## config.mk

```make
export PLATFORM = sky130hd
export DESIGN_NAME = param_universal_shift_register
export DESIGN_NICKNAME = d
export VERILOG_FILES = /design/src/rtl/usr_pkg.sv /design/src/rtl/usr_step_logic.sv /design/src/rtl/param_universal_shift_register.sv
export SDC_FILE = /design/constraint.sdc
export NUM_CORES = 1
export LEC_CHECK = 0
export CELL_PAD_IN_SITES_DETAIL_PLACEMENT = 1
export CELL_PAD_IN_SITES_GLOBAL_PLACEMENT = 1
export CORE_UTILIZATION = 28
export CTS_CLUSTER_DIAMETER = 60
export CTS_CLUSTER_SIZE = 40
export DETAILED_ROUTE_END_ITERATION = 6
export GPL_TIMING_DRIVEN = 0
export PLACE_DENSITY = 0.61
export SLEW_MARGIN = 30
export SYNTH_ARGS = -nofsm -noshare
export SYNTH_HDL_FRONTEND = slang
export SYNTH_HIERARCHICAL = 1
export SYNTH_SLANG_ARGS = --single-unit
```

## constraint.sdc

```tcl
create_clock -name clk -period 4.2 [get_ports clk]
set_input_delay 0.84 -clock clk [delete_from_list [all_inputs] [get_ports clk]]
set_output_delay 0.84 -clock clk [all_outputs]
set_load 0.01 [all_outputs]
```

## src/rtl/usr_pkg.sv

```systemverilog
// Shared definitions for the universal shift register: mode encodings,
// FSM state type and a mode classification helper.
package usr_pkg;

  localparam logic [2:0] MODE_HOLD  = 3'b000;
  localparam logic [2:0] MODE_SHL   = 3'b001;
  localparam logic [2:0] MODE_SHR   = 3'b010;
  localparam logic [2:0] MODE_ASR   = 3'b011;
  localparam logic [2:0] MODE_ROL   = 3'b100;
  localparam logic [2:0] MODE_ROR   = 3'b101;
  localparam logic [2:0] MODE_LOAD  = 3'b110;
  localparam logic [2:0] MODE_CLEAR = 3'b111;

  typedef enum logic {
    ST_IDLE  = 1'b0,
    ST_BURST = 1'b1
  } usr_state_t;

  // Shift and rotate modes are the only ones that can be repeated as a burst.
  function automatic logic is_shift_mode(input logic [2:0] m);
    return (m >= MODE_SHL) && (m <= MODE_ROR);
  endfunction

endpackage

```

## src/rtl/usr_step_logic.sv

```systemverilog
// Combinational next-value computation for one step of the shift register.
module usr_step_logic
  import usr_pkg::*;
#(
  parameter int WIDTH = 8
) (
  input  logic [2:0]       mode,
  input  logic [WIDTH-1:0] r,
  input  logic             serial_in_left,
  input  logic             serial_in_right,
  input  logic [WIDTH-1:0] parallel_in,
  output logic [WIDTH-1:0] next_r
);

  always_comb begin
    next_r = r;
    case (mode)
      MODE_SHL:   next_r = {r[WIDTH-2:0], serial_in_right};
      MODE_SHR:   next_r = {serial_in_left, r[WIDTH-1:1]};
      MODE_ASR:   next_r = {r[WIDTH-1], r[WIDTH-1:1]};
      MODE_ROL:   next_r = {r[WIDTH-2:0], r[WIDTH-1]};
      MODE_ROR:   next_r = {r[0], r[WIDTH-1:1]};
      MODE_LOAD:  next_r = parallel_in;
      MODE_CLEAR: next_r = '0;
      default:    next_r = r;
    endcase
  end

endmodule

```

## src/rtl/param_universal_shift_register.sv

```systemverilog
// Universal shift register with single-step operation and a start-triggered
// burst engine that repeats one shift/rotate mode for burst_len enabled cycles.
module param_universal_shift_register
  import usr_pkg::*;
#(
  parameter int WIDTH = 8,
  parameter int CNT_W = $clog2(WIDTH + 1)
) (
  input  logic             clk,
  input  logic             reset_n,
  input  logic             en,
  input  logic [2:0]       mode,
  input  logic             serial_in_left,
  input  logic             serial_in_right,
  input  logic [WIDTH-1:0] parallel_in,
  input  logic             start,
  input  logic [CNT_W-1:0] burst_len,
  output logic [WIDTH-1:0] parallel_out,
  output logic             serial_out_left,
  output logic             serial_out_right,
  output logic             busy,
  output logic             done,
  output usr_state_t       fsm_state
);

  // Command handshake: start is taken only on an enabled edge while busy=0;
  // busy stays high until the last burst step, and done pulses for exactly
  // one cycle alongside the final register value of every accepted start.

  logic [WIDTH-1:0] r;
  logic [WIDTH-1:0] next_r;
  logic [CNT_W-1:0] remaining;
  logic [2:0]       latched_mode;
  logic [2:0]       step_mode;
  usr_state_t       state;

  assign step_mode = (state == ST_BURST) ? latched_mode : mode;

  usr_step_logic #(.WIDTH(WIDTH)) u_step (
    .mode            (step_mode),
    .r               (r),
    .serial_in_left  (serial_in_left),
    .serial_in_right (serial_in_right),
    .parallel_in     (parallel_in),
    .next_r          (next_r)
  );

  always_ff @(posedge clk or negedge reset_n) begin
    if (!reset_n) begin
      r            <= '0;
      remaining    <= '0;
      latched_mode <= MODE_HOLD;
      state        <= ST_IDLE;
      busy         <= 1'b0;
      done         <= 1'b0;
    end else begin
      done <= 1'b0;
      if (en) begin
        case (state)
          ST_IDLE: begin
            if (!start) begin
              r <= next_r;
            end else if (is_shift_mode(mode)) begin
              // A zero-length burst performs no step but still completes.
              if (burst_len == '0) begin
                done <= 1'b1;
              end else begin
                r            <= next_r;
                latched_mode <= mode;
                if (burst_len == CNT_W'(1)) begin
                  done <= 1'b1;
                end else begin
                  state     <= ST_BURST;
                  busy      <= 1'b1;
                  remaining <= burst_len - CNT_W'(1);
                end
              end
            end else begin
              r    <= next_r;
              done <= 1'b1;
            end
          end
          ST_BURST: begin
            r         <= next_r;
            remaining <= remaining - CNT_W'(1);
            if (remaining == CNT_W'(1)) begin
              state <= ST_IDLE;
              busy  <= 1'b0;
              done  <= 1'b1;
            end
          end
          default: state <= ST_IDLE;
        endcase
      end
    end
  end

  assign parallel_out     = r;
  assign serial_out_left  = r[WIDTH-1];
  assign serial_out_right = r[0];
  assign fsm_state        = state;

endmodule

```

==> flow_summary.yaml, run 1 <==
sta:
  fin_skew_ns: 0.00221
  relSlewSlack: 0.641
  worst_slew_pin_slew_ns: 0.538
  fin_crit_ns: 2.73
  slew_viol_final: 0
  fin_tns_setup_ns: 0
  grt_setup_unrepaired: "no"
  finalSetupViolCount: 0
  fmax_mhz: 366
  hold_viol: 0
  finalWorstSetupSlack_ns: 1.47
  fin_crit_sh: 0.650
routing:
  drt_iter0_drc: 37
  ant_nets: 0
  vias: 1207
  wirelength_microns: 3910
  drt-wirelength-per-cell_microns: 16.1
  drc: 0
  drt_pass1_iterations: 4
  post_drt_via_cell_ratio: 4.97
cts:
  clockRootBuffer: "clkbuf_8"
  cts_tree: "done"
  cts_hold_buf: 0
  postCtsSetupBuffers: 0
  cts_buffers: 3
  insertion_delay_ns: 0.25
  cts-resized-gates: 0
  cts_buffer_depth: 2
  clkTransAtPathRegs_ns: 0.08
  cts.sinks: 18
  cts_htree_levels: 1
die:
  start_util: 0.290
  rows: 26
  core_area_sq_mm: 0.00507
  io_pins: 34
  die_x_microns: 74.6
  die_area_sq_mm: 0.00556
  die_y_microns: 74.6
logic_synthesis:
  synth_top_area_cell: "dfrtp_1"
  synth_area_leaders: "dfrtp_1 (31%), mux2_2 (17%), mux4_2 (11%), ha_1 (3.4%), mux2_4 (3.1%)"
  syn_avg_cell_area_sq_um: 10.8
  yosys.cell_types.count: 44
  synth-seq-area-share: 0.306
  syn_area_sq_mm: 0.00147
  yosys_most_used_dff: "dfrtp_1"
  syn_nets: 161
  ys_ff_latch: 18
  synthArstFlopShare: 1.00
  syn_inst: 136
  synth_top_area_share: 0.306
  yosysWarnings: 6
  synth-edff-count: 0
worst_setup_path:
  cp_max_fo: 10
  arrival_ns: 2.88
  r2r_start: "fsm_state"
  critPathTopFamily: "multiplexers"
  critPathKind: "in -> reg"
  required_ns: 4.35
  path_cells: "clkdlybuf4s50_1 -> mux2_2 -> buf_6 -> buf_8 -> mux2_4 -> mux4_2 -> mux2_2"
  r2r_slack_ns: 1.55
  cp.buffers_inverters: 3
  cp_slowest_cell: "mux4_2"
  cpPeakStageDelay_ns: 0.45
  path_depth: 7
  worst-r2r-cell-count: 7
  cpMostUsedCell: "mux2_2"
  end_kind: "flip-flop"
  start_kind: "input pin"
  worstReg2RegEnd: "parallel_out[1]"
finish:
  layout_common_cells: "clkdlybuf4s50_1 (32), mux2_2 (22), dfrtp_1 (18)"
  num-nets-final: 199
  synthToLayoutAreaGrowth_pct: 31.7
  design_area_sq_mm: 0.00194
  layout_commonest_cell: "clkdlybuf4s50_1"
  utilization: 0.383
  drive_gt1_frac: 0.277
  nFillCells: 593
  multi_input_area_sq_um: 931
  diodes: 0
  layout.area.seq_sq_um: 450
power:
  powerDensity_mw_per_mm2: 657
  power_uw: 1280
  leakagePower_uw: 0.000807
  vdd_ir_drop_max_uv: 198
min_path:
  min_from: "latched_mode[0]"
  hold_path_class: "reg -> reg"
  whs_path_depth: 1
  min_to: "latched_mode[0]"
placement:
  portBuffers: 33
  dp.final_hpwl_microns: 2980
  globalplace.congestion: 0.837
  dpl-instance-area_sq_mm: 0.00189
  dp_slack_ns: 1.20
grt:
  grt_pass1_wl_microns: 6430
  track_usage: 0.155
  grt.overflow.total: 0
  grt_pass1_vias: 1327
  grt_antenna_before_repair: 0
  grt_max_degree: 19
flow_run:
  drv_cap: 0
status:
  outcome: "completed"
-- per-layer routing --
metal / track usage / wire (microns) / vias up
li1: - / - / 572
met1: 0.180 / 1730 / 602
met2: 0.291 / 2000 / 29
met3: 0.0230 / 146 / 4
met4: 0.0461 / 29 / 0
met5: 0 / 0 / -
-- how the worst max path moves through the flow --
stage,startpoint,endpoint,slack [ns]
final,mode[0],parallel_out[1],1.47
after global routing,mode[0],parallel_out[6],1.43
after CTS,mode[0],parallel_out[6],1.48
after detailed placement,mode[0],parallel_out[1],1.20
after global placement,mode[0],parallel_out[6],1.21
after floorplan,mode[0],parallel_out[1],1.75
-- where the power goes --
group / internal, uW / switching, uW / leakage, uW
Sequential: 247 / 93.4 / 0.000223
Clock: 83.4 / 63.9 / 0.0000288
Combinational: 477 / 312 / 0.000556
-- cells by family after synthesis --
family,synth area share
xor+xnor,0.0119
compound gates,0.107
mux,0.319
simple gates,0.160
fa+ha+maj,0.0340
buf+inv,0.0628
flops,0.306
-- cell usage after synthesis (2+ instances only) --
library cell  number
a31oi_1            2
and2b_1            4
buf_2              2
buf_4              2
clkbuf_1           2
dfrtp_1           18
ha_1               4
inv_1              8
mux2_2            22
mux2_4             3
mux2i_1            2
mux4_2             7
nand2_1           10
nand3_1            2
nand3b_1           2
nand4_1            2
nor2_1             4
nor2b_1            4
nor3_1             3
nor3b_1            2
o21ai_0            6
o311a_1            2
xnor2_1            2
-- through the flow --
step,hold WS [ns],cells
2_1_floorplan,0.475,136
3_3_place_gp,0.487,239
3_5_place_dp,0.505,239
4_1_cts,0.523,243
5_1_grt,0.548,243
6_report,0.517,243
-- final cells by class --
type                       instances  area share
sequential                        18       0.232
inverter                           8      0.0155
tap                               70      0.0451
timing repair buffer              33       0.168
clock buffer                       4      0.0284
multi-input combinational        101       0.479
buffer                             9      0.0322
-- flip-flops by register name (all words and copies together), names as in the netlist --
| signal | cells |
|---|---|
| busy | 1 |
| remaining | 4 |
| parallel_out | 8 |
| latched_mode | 3 |
| done | 1 |
| fsm_state | 1 |
(Power assumes the default switching activity.)
==> run 2, diff against run 1 <==
Settings changed: PLACE_DENSITY 0.61 to 0.63.
Clock period 4.2 ns to 2.26 ns, I/O delays scaled along.
==> run 2 against run 1 <==
  * Sequential share of layout area decreased by 0.47 points
  * Design area rose by 2.1%
  * Sequential power up 86%
  * Die area unchanged
  * Utilization grew 0.79 points
  * Wire length decreased by 1.5%
  * Clock-buffer cell count unchanged
  * Via count increased by 0.17%
  * Setup slack worse by 1.4 ns
==> flow_summary.yaml, run 2 (synthesized netlist as in run 1, its figures left out) <==
routing:
  drc: 0
  vias: 1209
  drt_iter0_drc: 86
  drt-wirelength-per-cell_microns: 15.6
  drt_pass1_iterations: 4
  wirelength_microns: 3850
  post_drt_via_cell_ratio: 4.89
  ant_nets: 0
status:
  outcome: "completed"
worst_setup_path:
  critPathTopFamily: "multiplexers"
  r2r_slack_ns: 0.1
  cpPeakStageDelay_ns: 0.45
  start_kind: "flip-flop"
  arrival_ns: 2.31
  end_kind: "flip-flop"
  critPathKind: "reg -> reg"
  required_ns: 2.41
  cp_slowest_cell: "mux4_2"
  cp.buffers_inverters: 2
  cpMostUsedCell: "mux2_4"
  cp_max_fo: 10
  path_cells: "clkbuf_8 -> mux2_4 -> buf_8 -> mux2_4 -> mux4_2 -> mux2_2"
cts:
  cts_tree: "done"
  clockRootBuffer: "clkbuf_8"
  cts_buffer_depth: 2
  insertion_delay_ns: 0.26
  cts_hold_buf: 0
  cts.sinks: 18
  cts_htree_levels: 1
  cts_buffers: 3
  clkTransAtPathRegs_ns: 0.08
finish:
  layout_commonest_cell: "clkdlybuf4s50_1"
  num-nets-final: 203
  drive_gt1_frac: 0.305
  largest_reg_flops: 8
  design_area_sq_mm: 0.00198
  utilization: 0.391
  diodes: 0
  layout_common_cells: "clkdlybuf4s50_1 (31), mux2_2 (21), dfrtp_1 (18)"
  synthToLayoutAreaGrowth_pct: 34.5
power:
  pwr-share-seq: 0.261
  power_uw: 2410
  pwr-share-clk: 0.114
  swShare: 0.360
  netSwitchingPower_uw: 869
  pwr-share-comb: 0.625
  p_int_uw: 1550
  vdd_ir_drop_max_uv: 552
  leakagePower_uw: 0.000840
  powerDensity_mw_per_mm2: 1220
placement:
  dp.final_hpwl_microns: 2960
  globalplace.congestion: 0.750
  portBuffers: 33
  dpl-instance-area_sq_mm: 0.00191
sta:
  relSlewSlack: 0.661
  fin_tns_setup_ns: 0
  hold_viol: 0
  fmax_mhz: 463
  fin_skew_ns: 0.00530
  finalSetupViolCount: 0
  fin_crit_sh: 0.956
  worst_slew_pin_slew_ns: 0.508
  grt_setup_unrepaired: "no"
  holdWs_ns: 0.149
  slew_viol_final: 0
  fin_crit_ns: 2.16
die:
  die_area_sq_mm: 0.00556
  die_x_microns: 74.6
  core_area_sq_mm: 0.00507
  start_util: 0.290
  die_y_microns: 74.6
  io_pins: 34
  rows: 26
grt:
  track_usage: 0.155
  grt.overflow.total: 0
  grt_max_degree: 19
  grt_antenna_before_repair: 0
  grt_pass1_vias: 1310
  grt_pass1_wl_microns: 6470
flow_run:
  drv_cap: 0
min_path:
  hold_path_class: "in -> async"
[run 2: final timing paths]
| path | from | end | depth (start not counted) |
|---|---|---|---|
| setup / recovery | fsm_state | parallel_out[4] | 6 |
| hold / removal | reset_n | parallel_out[4] | 1 |
| setup reg to reg | fsm_state | parallel_out[4] | 6 |
| hold reg to reg | latched_mode[2] | latched_mode[2] | 1 |
| max in group asynchronous | reset_n | fsm_state | 1 |
| min in group clk | latched_mode[2] | latched_mode[2] | 1 |
[run 2: final cells by class]
cell class,count,area [sq um]
Inverter,8,30.0
Tap cell,70,87.6
Timing Repair Buffer,38,362
Clock buffer,4,55.1
Multi-Input combinational cell,101,935
Fill cell,578,3090
Sequential cell,18,450
Buffer,8,62.6
[run 2: power groups by stage]
stage               clock (uW)  sequential [uW]  combinational [uW]
floorplan                    0              619                1050
detailed placement           0              643                1470
global route               296              661                1660
CTS                        287              633                1500
global placement             0              631                1430
finish                     275              631                1510
[run 2: repair_timing]
item | 4_1_cts | 5_1_grt
gates resized for setup | 1 | 1
setup buffers | 2 | 3
hold endpoints to repair | 0 | 0
endpoints found under the setup margin | 5 | 6
[run 2: per-stage QoR]
stage / instances / worst slack, ns
3_3_place_gp: 239 / -0.344
2_1_floorplan: 136 / 0.0144
6_report: 247 / 0.0985
5_1_grt: 247 / 0.0149
4_1_cts: 245 / 0.000420
3_5_place_dp: 239 / -0.352
[run 2: layer usage]
layer | up-vias | GRT usage | routed length (microns)
met2 | 12 | 0.261 | 1960
met5 | - | 0 | 0
met1 | 613 | 0.212 | 1790
li1 | 582 | - | -
met3 | 2 | 0.0203 | 67
met4 | 0 | 0.0377 | 27
